--- config.mk ---
export PLATFORM = sky130hd
export DESIGN_NAME = perf_counter_ctrl
export DESIGN_NICKNAME = d
export VERILOG_FILES = /design/src/rtl/perf_counter_ctrl.sv
export SDC_FILE = /design/constraint.sdc
export NUM_CORES = 1
export LEC_CHECK = 0
export BUFFER_PORTS_ARGS = -buffer_cell sky130_fd_sc_hd__buf_4
export CAP_MARGIN = 20
export CORE_MARGIN = 5
export CORE_UTILIZATION = 55
export CTS_CLUSTER_DIAMETER = 100
export DETAILED_ROUTE_END_ITERATION = 10
export PLACE_DENSITY = 0.8
export SYNTH_ARGS = -nofsm -noshare
export SYNTH_HDL_FRONTEND = slang
export SYNTH_SLANG_ARGS = --single-unit
--- constraint.sdc ---
create_clock -name clk -period 5.8 [get_ports clk]
set_input_delay 1.16 -clock clk [delete_from_list [all_inputs] [get_ports clk]]
set_output_delay 1.16 -clock clk [all_outputs]
set_load 0.1 [all_outputs]
--- src/rtl/perf_counter_ctrl.sv ---
// Four 32-bit event counters with MMIO control, snapshot shadows and a
// sequenced snapshot / clear-all engine that never stalls the pipeline.
module perf_counter_ctrl (
    input  logic        clk,
    input  logic        rst,
    input  logic        pipeline_continue,
    input  logic [3:0]  ev,
    input  logic [31:0] mem_address,
    input  logic [31:0] mem_wdata,
    input  logic        mem_read,
    input  logic        mem_write,
    input  logic [31:0] mem_rdata,
    output logic        read_out,
    output logic        write_out,
    output logic [31:0] data_out,
    output logic        busy
);

    typedef enum logic [1:0] {
        IDLE = 2'd0,
        SNAP = 2'd1,
        CLR  = 2'd2
    } state_e;

    state_e      state_q, state_d;
    logic [1:0]  idx_q, idx_d;
    logic        pend_q, pend_d;

    logic [31:0] count_q  [4];
    logic [31:0] count_d  [4];
    logic [31:0] shadow_q [4];
    logic [31:0] shadow_d [4];
    logic [31:0] ctrl_q, ctrl_d;
    logic [3:0]  status_q, status_d;

    logic        swap_q;
    logic [31:0] hold_q;

    logic        local_hit;
    logic [2:0]  sel;
    logic        wr_acc;
    logic        snap_en;
    logic        clr_fsm;
    logic [3:0]  ovf;
    logic [3:0]  w1c;
    logic [31:0] rd_data;

    assign local_hit = (mem_address >= 32'h50) && (mem_address <= 32'h56);
    assign sel       = mem_address[2:0];
    assign wr_acc    = mem_write && local_hit && pipeline_continue;
    assign read_out  = mem_read  && !local_hit;
    assign write_out = mem_write && !local_hit;
    assign busy      = (state_q != IDLE);
    assign data_out  = swap_q ? hold_q : mem_rdata;

    always_comb begin
        state_d = state_q;
        idx_d   = idx_q;
        pend_d  = pend_q;
        snap_en = 1'b0;
        clr_fsm = 1'b0;
        case (state_q)
            IDLE: begin
                if (wr_acc && sel == 3'd6) begin
                    if (mem_wdata[0]) begin
                        state_d = SNAP;
                        idx_d   = 2'd0;
                        pend_d  = mem_wdata[1];
                    end else if (mem_wdata[1]) begin
                        state_d = CLR;
                        idx_d   = 2'd0;
                    end
                end
            end
            SNAP: begin
                snap_en = 1'b1;
                idx_d   = idx_q + 2'd1;
                if (idx_q == 2'd3) begin
                    state_d = pend_q ? CLR : IDLE;
                end
            end
            CLR: begin
                clr_fsm = 1'b1;
                idx_d   = idx_q + 2'd1;
                if (idx_q == 2'd3) begin
                    state_d = IDLE;
                    pend_d  = 1'b0;
                end
            end
            default: begin
                state_d = IDLE;
                idx_d   = 2'd0;
                pend_d  = 1'b0;
            end
        endcase
    end

    // A clear always beats an increment; an overflow set beats a W1C clear.
    always_comb begin
        ovf = '0;
        for (int i = 0; i < 4; i++) begin
            count_d[i]  = count_q[i];
            shadow_d[i] = shadow_q[i];
            if ((wr_acc && sel == 3'(i)) || (clr_fsm && idx_q == 2'(i))) begin
                count_d[i] = '0;
            end else if (ev[i] && ctrl_q[i] && !ctrl_q[4]) begin
                {ovf[i], count_d[i]} = {1'b0, count_q[i]} + 33'd1;
            end
            if (snap_en && idx_q == 2'(i)) begin
                shadow_d[i] = count_q[i];
            end
        end
        w1c      = (wr_acc && sel == 3'd5) ? mem_wdata[3:0] : 4'd0;
        status_d = (status_q & ~w1c) | ovf;
        ctrl_d   = (wr_acc && sel == 3'd4) ? mem_wdata : ctrl_q;
    end

    always_comb begin
        rd_data = '0;
        if (local_hit) begin
            case (sel)
                3'd0, 3'd1, 3'd2, 3'd3: rd_data = shadow_q[sel[1:0]];
                3'd4:                   rd_data = ctrl_q;
                3'd5:                   rd_data = {23'd0, busy, 4'd0, status_q};
                default:                rd_data = '0;
            endcase
        end
    end

    always_ff @(posedge clk) begin
        if (rst) begin
            state_q  <= IDLE;
            idx_q    <= '0;
            pend_q   <= 1'b0;
            ctrl_q   <= 32'h0000_000F;
            status_q <= '0;
            swap_q   <= 1'b0;
            hold_q   <= '0;
            for (int i = 0; i < 4; i++) begin
                count_q[i]  <= '0;
                shadow_q[i] <= '0;
            end
        end else begin
            state_q  <= state_d;
            idx_q    <= idx_d;
            pend_q   <= pend_d;
            ctrl_q   <= ctrl_d;
            status_q <= status_d;
            for (int i = 0; i < 4; i++) begin
                count_q[i]  <= count_d[i];
                shadow_q[i] <= shadow_d[i];
            end
            if (pipeline_continue) begin
                swap_q <= mem_read && local_hit;
                hold_q <= rd_data;
            end
        end
    end

endmodule
# Word level (Yosys, flattened, before mapping)
# Memories as Yosys holds them, arrays and structs flattened.
# Cells that the tools add are included.
[word_totals]
reg_bits = 74
ram_bits = 256
out_inout_bits = 35
elab_cells = 148
n_memories = 2
[mem_list]
columns = ["name", "words", "word_bits", "rd", "rd_clocked_by_memory_dff", "write_ports", "line_no", "rtl"]
rows = [
  ["count_q", 4, 32, 4, 0, 4, "29", "logic [31:0] count_q [4];"],
  ["shadow_q", 4, 32, 1, 0, 4, "31", "logic [31:0] shadow_q [4];"],
]
[classes]
addsub = 5
magnitude_cmp = 2
n_eq_ne = 20
muxes = 52
bitwise_logic = 12
reduce_logical = 48
[op_table]
columns = ["op", "n"]
rows = [
  ["$mux 32", 22],
  ["$add 32x1->33 const B", 4],
  ["$pmux 32 s3", 1],
  ["$ge 32x7->1 const B", 1],
  ["$le 32x7->1 const B", 1],
  ["$logic_and 1x1->1", 29],
  ["$mux 2", 9],
  ["$mux 1", 16],
  ["$reduce_and 2->1", 5],
  ["$eq 3x3->1 const B", 3],
  ["$ne 2x2->1 const B", 4],
  ["$or 1x1->1", 8],
  ["$reduce_and 4->1", 2],
  ["$eq 2x2->1 const B", 3],
  ["$eq 3x2->1 const B", 2],
  ["$pmux 2 s3", 1],
  ["$and 4x4->4", 1],
  ["$eq 2x1->1 const B", 2],
  ["$logic_not 2->1", 2],
  ["$logic_or 1x1->1", 4],
  ["$mux 4", 1],
  ["$ne 1x1->1 const B", 4],
  ["$not 4->4", 1],
  ["$or 4x4->4", 1],
  ["other kinds (11)", 12],
]

# Longest topological paths before layout
[depth]
depth_word = 9
depth_mapped = 8

# Worst setup path after synthesis
# OpenSTA, ideal clock, no wires.
[synth_timing]
kind = "input to output"
startpoint = "input mem_address[0]"
endpoint = "output read_out"
arrival_ns = 3.058
setup_slack_ns = 1.582
cell_stages = 5
path_cell_list = "clkbuf_1 -> nand3_1 -> nand3_1 -> nor4_2 -> nor2b_1"
[synth_via]
elab_chain_cells = 4
[synth_rtl]
columns = ["item", "line_no", "rtl"]
rows = [
  ["start, declared", "8", "input logic [31:0] mem_address,"],
  ["$ge 32x7->1 / $le 32x7->1 (equally long branches)", "48", "assign local_hit = (mem_address >= 32'h50) && (mem_address <= 32'h56);"],
  ["$logic_and 1x1->1 (*)", "48", ""],
  ["$logic_not 1->1 (*)", "51", "assign read_out = mem_read && !local_hit;"],
  ["$logic_and 1x1->1 (*)", "51", ""],
  ["end, declared", "13", "output logic read_out,"],
]
# Every way passes the cells marked *; elsewhere a longest branch is shown, timed or not.

# Final worst setup path
[layout_timing]
startpoint = "input mem_address[26]"
endpoint = "output write_out"
[layout_via]
elab_chain_cells = 4
[layout_rtl]
columns = ["item", "line_no", "rtl"]
rows = [
  ["$ge 32x7->1 / $le 32x7->1 (equally long branches)", "48", ""],
  ["$logic_and 1x1->1 (*)", "48", ""],
  ["$logic_not 1->1 (*)", "52", "assign write_out = mem_write && !local_hit;"],
  ["$logic_and 1x1->1 (*)", "52", ""],
  ["end, declared", "14", "output logic write_out,"],
]
# Marked as above.

==> metrics.cfg <==
[outcome]
status=completed

[sta]
clock.fmax_mhz=258
fin_crit_sh_pct=66.7
worstMarginPinSlew_ns=0.928
hold_viol=0
rsz0062_at_grt=no
final.min_clock_period_ns=3.87
fin_skew_ns=0.0113
maxSlewViolCount=0
fin_tns_setup_ns=0
setup_viol=0
whs_ns=0.457
maxSlewHeadroom_pct=38.1

[drt]
wire_per_inst_um=20.7
via_per_inst=6.04
drc_errors=0
drt_iter0_drc=1347
finalWirelength_mm=38.7
dr_total_vias=11300
firstDrtPassIters=5
drtAntennaViolNets=0

[floorplanning]
coreArea_um2=26900
dieArea_um2=30500
fp.dieW_um=175
ioPinCount=140
start_util_pct=55.5
die_h_um=175
rows=60

[layout]
antenna_cells=0
fin_util_pct=64.8
area_growth_pct=16.7
final_nets=1616
seq_area_um2=7890
drive_gt1_share_pct=19.9
multi_input_area_um2=6590
nFillCells=2003
final_cells=1867

[cts]
numCtsBuffers=34
path_clk_slew_ns=0.06
cts_setup_buffers=0
cts_tree=yes
htreeDepth=2
root_buffer=clkbuf_16
post_cts_resized=0
cts_max_path_buffers=3
cts.sinks=330
ctsHoldBuffers=0
worstSkewPairLatency_ns=0.51

[critical_path]
cp_max_fo=6
crit_path_start_kind=input pin
reg2reg_depth=5
critPathRequiredTime_ns=4.64
path_class=in -> out
end_kind=output port
critical_path_arrival_ns=2.71

[power]
power_density_nw_per_um2=293
total_power_mw=5.11
vdd_ir_drop_max_mv=0.184
p_leak_nw=6.68

[synthesis]
ys_warn_count=0
synth_area_leaders=dfxtp_1 27%, edfxtp_1 26%, and3_1 6.2%, mux4_2 4.8%, nor2_1 4.4%
ys.flop_type=dfxtp_1
synth_top_cell_by_area=dfxtp_1
ys_seq_area_share_pct=52.8
synth_edf_count=128
syn_area_per_cell_um2=10.7
synth_top_area_share_pct=27.1
async_flop_share_pct=0
synth_seq_cells=330
synth_cells=1393
synth_area_um2=14900
syn_nets=1509
synthDistinctLibCells=57

[run]
drv_cap=0

[placed_design]
gp_congestion=0.870
port_buffers=139
place_inst=1803
hpwl_mm=26.4

[grt]
grt_max_degree=51
antenna_found_initial=0
grt_usage_pct=24.8
overflow=0
grt_pass1_wl_mm=60.8
grt_pass1_vias=11100

[worst_hold_path]
min_path_cells=2
hold_path_class=reg -> reg

==> cell usage in the layout, fill, tap and decap left out, types with 3 or more instances in the layout <==
cell type,n
xor2_1,68
a22oi_1,32
o21ai_0,41
a211o_1,4
nor4_1,16
dfxtp_1,202
clkbuf_16,37
clkinv_1,3
nand2_1,95
nand4_1,45
o31ai_1,4
and3b_1,3
edfxtp_1,128
mux4_2,32
clkbuf_8,6
clkinv_2,3
or3_1,9
nand3_1,43
xnor2_1,50
nand2_2,3
inv_1,26
buf_8,3
and4_1,14
a21oi_1,16
and2_1,5
buf_4,155
clkbuf_1,6
or2_2,3
mux2_2,36
bufinv_16,3
nor3_1,21
ha_1,11
and3_1,148
nor2_1,173
mux2i_1,35
==> cells in the mapped netlist (3+ instances only) <==
cell type,instances
dfxtp_1,202
nor2_1,174
and3_1,148
edfxtp_1,128
nand2_1,98
xor2_1,68
clkbuf_1,66
xnor2_1,50
nand4_1,45
nand3_1,43
o21ai_0,41
mux2_2,36
mux2i_1,35
a22oi_1,32
mux4_2,32
inv_1,26
nor3_1,22
nor4_1,17
a21oi_1,16
buf_2,15
and4_1,14
ha_1,11
or3_1,9
and2_1,5
a211o_1,4
o31ai_1,4
and3b_1,3
buf_4,3
buf_6,3
nor2b_1,3
or2_2,3
==> through the flow <==
step                      worst slack (ns)  area, um^2
after floorplan                       1.58       14900
after global placement                1.93       16200
after detailed placement              1.92       16200
after CTS                             1.91       17400
after global routing                  1.77       17400
final                                 1.93       17400
==> sequential cells by signal, indices dropped and copies added, names as in the netlist <==
register / count
count_q: 128
ctrl_q: 32
pend_q: 1
shadow_q: 128
status_q: 4
swap_q: 1
state_q: 2
idx_q: 2
hold_q: 32
==> routing by layer <==
layer | track usage, % | vias to the layer above | part of all wire [%]
li1 | - | 5231 | -
met1 | 32.0 | 5421 | 39
met2 | 41.8 | 532 | 49
met3 | 4.69 | 87 | 8.9
met4 | 9.59 | 0 | 3.9
met5 | 0 | - | 0
==> worst max-delay path: stages <==
cell	delay (ns)
buf_4	0.11
nor4_1	0.36
nand2_1	0.18
nor4_2	0.53
nor2b_1	0.11
buf_4	0.26
==> kinds of logic (layout without fill, tap and decap cells) <==
| logic type | after synthesis | in the layout | share of synthesized area [%] |
|---|---|---|---|
| buffers and inverters | 115 | 248 | 3.24 |
| xor gates and xnor gates | 118 | 118 | 6.92 |
| adders and majority gates | 11 | 11 | 0.922 |
| muxes | 103 | 103 | 9.89 |
| DFF | 330 | 330 | 52.8 |
| and+or+nand+nor | 604 | 604 | 21.2 |
| AOI/OAI and AO/OA | 112 | 112 | 4.98 |
==> path summary, 6_finish.rpt <==
| kind | from | endpoint | slack (ns) |
|---|---|---|---|
| min reg2reg | hold_q[10] | hold_q[10] | 0.46 |
| min | hold_q[10] | hold_q[10] | 0.46 |
| max reg2reg | ctrl_q[4] | count_q[0][30] | 3.26 |
| max | mem_address[26] | write_out | 1.93 |
==> where the power goes <==
group | total [mW] | internal, mW | leakage, nW | switching, mW
Combinational | 0.357 | 0.131 | 3.26 | 0.226
Clock | 2.27 | 1.38 | 0.576 | 0.889
Sequential | 2.49 | 2.46 | 2.85 | 0.0325
Total | 5.11 | 3.96 | 6.68 | 1.15
==> layout make-up <==
type	count	share of cell area, %
flip-flops and latches	330	45.3
multi-input cells	948	37.8
well taps	341	2.45
inverters	27	0.582
repair buffers	159	7.10
clock inverters	12	0.833
clock buffers	50	5.95
No activity file was read; power rests on OpenSTA's default activity.
